--- src/rtl/cpu_pkg.sv ---
// Shared definitions for the CPU pipeline stages.
// Opcodes, instruction field positions and the decoded micro-op layout.
package cpu_pkg;

   localparam int DATA_W = 16;
   localparam int NREGS  = 16;
   localparam int AW     = 4;
   localparam int OUT_W  = 5 + 4 + 1 + 2 * DATA_W;

   localparam int OPC_HI = 31;
   localparam int OPC_LO = 27;
   localparam int RD_HI  = 26;
   localparam int RD_LO  = 23;
   localparam int RS1_HI = 22;
   localparam int RS1_LO = 19;
   localparam int RS2_HI = 18;
   localparam int RS2_LO = 15;
   localparam int IMM_HI = 14;
   localparam int IMM_LO = 0;

   localparam logic [4:0] OP_MOV        = 5'b00000;
   localparam logic [4:0] OP_LD         = 5'b00001;
   localparam logic [4:0] OP_ADD        = 5'b00011;
   localparam logic [4:0] OP_SUB        = 5'b00100;
   localparam logic [4:0] OP_AND        = 5'b00101;
   localparam logic [4:0] OP_OR         = 5'b00110;
   localparam logic [4:0] OP_NOT        = 5'b00111;
   localparam logic [4:0] OP_JMP        = 5'b01000;
   localparam logic [4:0] OP_NOP        = 5'b01001;
   localparam logic [4:0] OP_OB_CHECK   = 5'b01010;
   localparam logic [4:0] OP_MOVE_LEFT  = 5'b01011;
   localparam logic [4:0] OP_MOVE_RIGHT = 5'b01100;
   localparam logic [4:0] OP_STOP       = 5'b01101;
   localparam logic [4:0] OP_CONTINUE   = 5'b01110;
   localparam logic [4:0] OP_VEL_GUARD  = 5'b01111;
   localparam logic [4:0] OP_CMP        = 5'b10000;
   localparam logic [4:0] OP_MULT       = 5'b10001;
   localparam logic [4:0] OP_DIVISION   = 5'b10010;

   typedef struct packed {
      logic [4:0]        opcode;
      logic [AW-1:0]     rd;
      logic              wb;
      logic [DATA_W-1:0] op_a;
      logic [DATA_W-1:0] op_b;
   } uop_t;

endpackage

--- src/rtl/id_regfile.sv ---
// 16x16 register file: one write port, two combinational read ports
// with same-cycle writeback bypass, asynchronously cleared.
module id_regfile
   import cpu_pkg::*;
(
   input  logic              clk,
   input  logic              rst_n,
   input  logic              we,
   input  logic [AW-1:0]     waddr,
   input  logic [DATA_W-1:0] wdata,
   input  logic [AW-1:0]     raddr_a,
   input  logic [AW-1:0]     raddr_b,
   output logic [DATA_W-1:0] rdata_a,
   output logic [DATA_W-1:0] rdata_b
);

   logic [DATA_W-1:0] regs [NREGS];
   logic              wr_ok;

   // Writeback is meaningless while held in reset, so bypass is gated too.
   assign wr_ok = we & rst_n;

   always_ff @(posedge clk or negedge rst_n) begin
      if (!rst_n) begin
         for (int i = 0; i < NREGS; i++) begin
            regs[i] <= '0;
         end
      end else if (we) begin
         regs[waddr] <= wdata;
      end
   end

   assign rdata_a = (wr_ok && waddr == raddr_a) ? wdata : regs[raddr_a];
   assign rdata_b = (wr_ok && waddr == raddr_b) ? wdata : regs[raddr_b];

endmodule

--- src/rtl/id.sv ---
// Instruction-decode stage: field split, operand read and micro-op
// push into the ID->EX FIFO with a ready/write-enable handshake.
module id
   import cpu_pkg::*;
(
   input  logic              clk,
   input  logic              reset,
   input  logic [31:0]       instruction,
   input  logic [DATA_W-1:0] WB_data,
   input  logic [AW-1:0]     WB_reg_addr,
   input  logic              WB_reg_write,
   output logic [OUT_W-1:0]  fifo_data,
   output logic              fifo_wr_en,
   input  logic              fifo_wr_ready
);

   logic [4:0]        opcode;
   logic [AW-1:0]     rd;
   logic [AW-1:0]     rs1;
   logic [AW-1:0]     rs2;
   logic [14:0]       imm;
   logic [DATA_W-1:0] rd_a;
   logic [DATA_W-1:0] rd_b;
   logic              legal;
   logic              wb;
   logic              use_imm;
   logic              is_nop;
   uop_t              uop;

   assign opcode = instruction[OPC_HI:OPC_LO];
   assign rd     = instruction[RD_HI:RD_LO];
   assign rs1    = instruction[RS1_HI:RS1_LO];
   assign rs2    = instruction[RS2_HI:RS2_LO];
   assign imm    = instruction[IMM_HI:IMM_LO];

   id_regfile u_rf (
      .clk     (clk),
      .rst_n   (reset),
      .we      (WB_reg_write),
      .waddr   (WB_reg_addr),
      .wdata   (WB_data),
      .raddr_a (rs1),
      .raddr_b (rs2),
      .rdata_a (rd_a),
      .rdata_b (rd_b)
   );

   always_comb begin
      legal   = 1'b1;
      wb      = 1'b0;
      use_imm = 1'b0;
      is_nop  = 1'b0;
      unique case (opcode)
         OP_MOV, OP_ADD, OP_SUB, OP_AND, OP_OR, OP_NOT,
         OP_MULT, OP_DIVISION, OP_OB_CHECK, OP_VEL_GUARD: wb = 1'b1;
         OP_LD: begin
            wb      = 1'b1;
            use_imm = 1'b1;
         end
         OP_JMP: use_imm = 1'b1;
         OP_CMP, OP_MOVE_LEFT, OP_MOVE_RIGHT,
         OP_STOP, OP_CONTINUE: wb = 1'b0;
         OP_NOP: is_nop = 1'b1;
         default: legal = 1'b0;
      endcase
   end

   always_comb begin
      uop.opcode = opcode;
      uop.rd     = rd;
      uop.wb     = wb;
      uop.op_a   = rd_a;
      uop.op_b   = use_imm ? {1'b0, imm} : rd_b;
   end

   assign fifo_data  = uop;
   assign fifo_wr_en = reset & fifo_wr_ready & legal & ~is_nop;

endmodule

--- config.mk ---
export PLATFORM = sky130hd
export DESIGN_NAME = id
export DESIGN_NICKNAME = d
export VERILOG_FILES = /design/src/rtl/cpu_pkg.sv /design/src/rtl/id_regfile.sv /design/src/rtl/id.sv
export SDC_FILE = /design/constraint.sdc
export NUM_CORES = 1
export LEC_CHECK = 0
export BUFFER_PORTS_ARGS = -buffer_cell sky130_fd_sc_hd__buf_2
export CAP_MARGIN = 10
export CELL_PAD_IN_SITES_DETAIL_PLACEMENT = 1
export CELL_PAD_IN_SITES_GLOBAL_PLACEMENT = 1
export CORE_MARGIN = 2
export CORE_UTILIZATION = 55
export DETAILED_ROUTE_END_ITERATION = 8
export GPL_ROUTABILITY_DRIVEN = 0
export HOLD_SLACK_MARGIN = 0.15
export PLACE_DENSITY = 0.89
export SLEW_MARGIN = 20
export SYNTH_ARGS = -nofsm -noshare
export SYNTH_HDL_FRONTEND = slang
export SYNTH_SLANG_ARGS = --single-unit
export TNS_END_PERCENT = 20
--- constraint.sdc ---
create_clock -name clk -period 4.9 [get_ports clk]
set_clock_uncertainty 0.15 [all_clocks]
set_input_delay 1.225 -clock clk [delete_from_list [all_inputs] [get_ports clk]]
set_output_delay 1.225 -clock clk [all_outputs]
set_load 0.03 [all_outputs]
======== Word-level counts from Yosys, hierarchy flattened ========
Cells that the tools add are included.
storage, ports and cells
  register bits after elaboration ......... 256
  word-level logic and storage cells ...... 70
  input port bits ......................... 56
cells by class
  equality and inequality tests ........... 19
  bitwise logic cells ..................... 8
  muxes and demuxes ....................... 16
  reduce and logical (&&, ||, !) cells .... 7
  magnitude comparators ................... 4
operators by type and width
  cell                                                                          count
  256-bit bitwise mux                                                           1
  16-bit binary-select mux with 4-bit select                                    2
  16-bit 2-to-1 mux                                                             8
  16-bit demux with 4-bit select                                                1
  5-bit by 4-bit equality test with 1-bit output, second input constant         8
  5-bit by 3-bit equality test with 1-bit output, second input constant         4
  18-bit OR reduction                                                           1
  5-bit equality test, second input constant                                    3
  5-bit >= comparator, second input constant                                    3
  4-bit NOT with 5-bit output                                                   3
  11-bit OR reduction                                                           1
  4-bit equality test                                                           2
  5-bit by 1-bit equality test with 1-bit output, second input constant         1
  5-bit by 2-bit equality test with 1-bit output, second input constant         1
  5-bit logical NOT                                                             1
  5-bit by 1-bit less-than comparator with 1-bit output, second input constant  1
  1-bit AND                                                                     4
  1-bit 2-to-1 mux                                                              4
  1-bit logical AND                                                             3
  2-bit OR reduction                                                            1
  1-bit NOT                                                                     1

======== Longest topological paths before layout ========
  depth in word-level cells ............... 6
  depth in mapped cells ................... 8

======== Cells and area by module ========
A second synthesis with hierarchy kept.
unflattened totals
  cell total of the unflattened synthesis .. 934
  area, all modules ....................... 14729.1 µm²
modules (own cells, without submodules)
  module      area an instance (µm²)  instances  cells an instance
  id_regfile  14283.7                 1          888
  id          445.4                   1          46

======== Worst setup path after synthesis ========
Ideal clock, no wire load.
  kind .................................... input to output
  start point ............................. input instruction[20]
  end point ............................... output fifo_data[20]
  cell stages on the path ................. 7
  arrival ................................. 3.035 ns
  required time ........................... 3.525 ns
  path slack .............................. 0.490 ns
  path through ............................ buf_2 > xnor2_1 > nand4_2 > and2_1 > clkbuf_1 > buf_2 > a211oi_1
between the ends
  word-level cells in the longest chain between the ends .. 5
ends and longest elaborated chain
  what                                                   RTL line          source
  start: declaration                                     id.sv:8           input logic [31:0] instruction,
  4-bit NOT with 5-bit output (not written as such)      id_regfile.sv:33  assign rdata_a = (wr_ok && waddr == raddr_a) ? wdata : regs[raddr_a];
  16-bit binary-select mux with 4-bit select             id_regfile.sv:33
  16-bit 2-to-1 mux (not written as such) (2 in series)  id_regfile.sv:33
  16-bit 2-to-1 mux *                                    id_regfile.sv:33
  end: declaration                                       id.sv:12          output logic [OUT_W-1:0] fifo_data,
Mark *: on every way between the ends. The rest lies on a longest branch, timed or not. The select of a mux whose other input is x is not followed.

======== Worst setup path after layout ========
  start point ............................. input instruction[19]
  end point ............................... output fifo_data[24]
Same word-level chain as after synthesis.

==> run_results.csv <==
group,metric,value,unit
status,outcome,"complete, no violations",
setup_path,reg2reg_depth,1,
timing,rsz0062_at_grt,"false",
floorplanning,rows,59,
clock_tree,hold_buffers,0,
route,firstDrtPassIters,5,
route,met2_length,23200,um
global_routing,antenna_found_initial,1,
route,drt_iter0_markers,1157,
logic_synthesis,avgSynthCellArea,14.0,um^2
route,vias_per_cell,7.15,
timing,finalHoldViolCount,0,
flow_run,cap_violations,0,
route,wl_met3,4070,um
clock_tree,clockRootBuffer,"clkbuf_16",
route,drcViolationCount,0,
timing,worst_pin_slew,0.770,ns
clock_tree,path_clk_slew,0.06,ns
logic_synthesis,synthTopCellsByArea,"dfrtp_1, mux2_2, mux4_2",
route,top_layer,"met5",
setup_path,path_max_fanout,22,
floorplanning,io_pins,99,
timing,min_period_over_period,0.969,
logic_synthesis,synth_area_leader_cell,"dfrtp_1",
timing,setup_viol,0,
route,antenna_left,0,
logic_synthesis,synth.ff_latch_count,256,
setup_path,startpoint_type,"input port",
floorplanning,coreArea,25900,um^2
timing,max_slew_margin,0.487,
global_routing,grt_use_total,0.351,
route,routedWlPerCell,33.2,um
logic_synthesis,netlist_area,14400,um^2
layout,largest_reg_flops,256,
layout,fill_cells,2433,
timing,fmax,211,MHz
timing,finalSetupTns,0,ns
floorplanning,initial_utilization,0.556,
logic_synthesis,synth_common_cells,"dfrtp_1, mux2_2, mux4_2",
route,vias,10300,
setup_path,worstPathArrival,3.37,ns
place,placed_area,15300,um^2
layout,regMostFlops,"u_rf.regs",
global_routing,grt_first_pass_wirelength,72700,um
clock_tree,cts.sinks,256,
worst_hold_path,min_path_type,"register to register",
layout,diodes,0,
floorplanning,die_w,166,um
logic_synthesis,ys_async_sr_fraction,1.00,
layout,drive_gt1_frac,0.510,
logic_synthesis,synth_edf_count,0,
setup_path,cp.required,3.52,ns
global_routing,grt-ovfl-total,0,
place,portBuffers,90,
logic_synthesis,ys.warnings.count,0,
logic_synthesis,syn_nets,1085,
global_routing,grt_max_degree,143,
setup_path,critPathKind,"input port to output port",
layout,nets,1148,
timing,slew_viol_final,0,
power_and_ir_drop,power_density,432,nW/um^2
route,wl_met1,18200,um
logic_synthesis,syn-instance-count,1029,
global_routing,grt_pass1_vias,11200,
setup_path,end_kind,"output port",
clock_tree,cts_made_buffers,28,
floorplanning,die_h,166,um
clock_tree,clk_latency,0.54,ns
timing,post-route-min-period,4.75,ns
clock_tree,ctsResizeCount,0,
logic_synthesis,synth.distinct_cells,41,
place,dp_hpwl,29200,um
power_and_ir_drop,p_leak,0.00688,uW
layout,syn_to_final_growth,12.4,%
layout,fin_area,16200,um^2
clock_tree,h-tree-depth,1,
floorplanning,die_area,27500,um^2
power_and_ir_drop,irDropWorstVdd,0.291,mV
logic_synthesis,synth_ff_type,"dfrtp_1",
layout,top_regs,"u_rf.regs: 256 flops",
worst_hold_path,hold_depth,1,
logic_synthesis,netlist.area_leader.share,0.445,
logic_synthesis,seq_area_frac_synth,0.445,
clock_tree,clockBufferDepth,3,
clock_tree,cts_setup_buffers,0,
route,routed_wl,48000,um
clock_tree,cts_tree,"built",
==> per-stage QoR <==
step / util / total power (uW) / setup WS [ns] / hold WS, ns / instances
final: 0.625 / 6990 / 0.153 / 0.374 / 1446
after global routing: 0.625 / 7210 / 0.0524 / 0.396 / 1446
after CTS: 0.625 / 6960 / 0.125 / 0.377 / 1446
after detailed placement: 0.590 / 4800 / 0.148 / 0.364 / 1397
after global placement: 0.590 / 4650 / 0.247 / 0.353 / 1397
after floorplan: - / 4210 / 0.490 / 0.341 / 1029
==> power by group <==
part           internal [uW]  switching (uW)
logic                    985             826
clock network           1230             889
registers               2610             446
total                   4830            2160
==> layout by cell type, fill, tap and decap left out, types with 6 or more instances in the layout <==
master	instances
a2111oi_0	8
a2111oi_1	6
a211oi_1	17
a21oi_1	32
buf_12	11
buf_2	86
buf_4	39
clkbuf_1	6
clkbuf_16	29
clkbuf_8	7
dfrtp_1	256
mux2_2	256
mux2i_1	62
mux4_2	113
nand2_1	22
nand3_1	17
nor2_1	37
nor2_2	9
nor2b_1	18
o21a_1	15
o22ai_1	15
==> cell type report <==
type,instances,area (um^2),share of cell area
Timing Repair Buffer,138,970,0.0599
Tap cell,335,419,0.0259
Clock inverter,7,62.6,0.00386
Multi-Input combinational cell,667,7490,0.462
Clock buffer,42,845,0.0522
Sequential cell,256,6410,0.396
Inverter,1,3.75,0.000232
==> kinds of logic after synthesis <==
family	share of synthesized area
xor+xnor	0.00547
simple gates	0.0432
mux	0.420
flops	0.445
buf+inv	0.0375
compound gates	0.0496
==> worst paths after layout <==
kind	from	end	slack, ns
worst max register to register	u_rf.regs[39]$_DFFE_PN0P_	u_rf.regs[39]$_DFFE_PN0P_	3.89
min in group asynchronous	reset	u_rf.regs[243]$_DFFE_PN0P_	0.59
worst min register to register	u_rf.regs[124]$_DFFE_PN0P_	u_rf.regs[124]$_DFFE_PN0P_	0.37
worst min-delay path	u_rf.regs[124]$_DFFE_PN0P_	u_rf.regs[124]$_DFFE_PN0P_	0.37
worst max-delay path	instruction[19]	fifo_data[24]	0.15
max in group asynchronous	reset	u_rf.regs[32]$_DFFE_PN0P_	2.84
==> worst max-delay path, cell delays in order <==
cell       delay (ns)
buf_4            0.26
buf_12           0.26
mux4_2           0.58
nor2b_1          0.16
a2111oi_1        0.42
a211oi_1         0.18
buf_2            0.25
==> routing by layer <==
layer | vias up | GRT usage
li1 | 4043 | -
met1 | 5468 | 0.456
met2 | 661 | 0.574
met3 | 172 | 0.0689
met4 | 2 | 0.164
met5 | - | 0
Power figures use the tool's default switching activity.
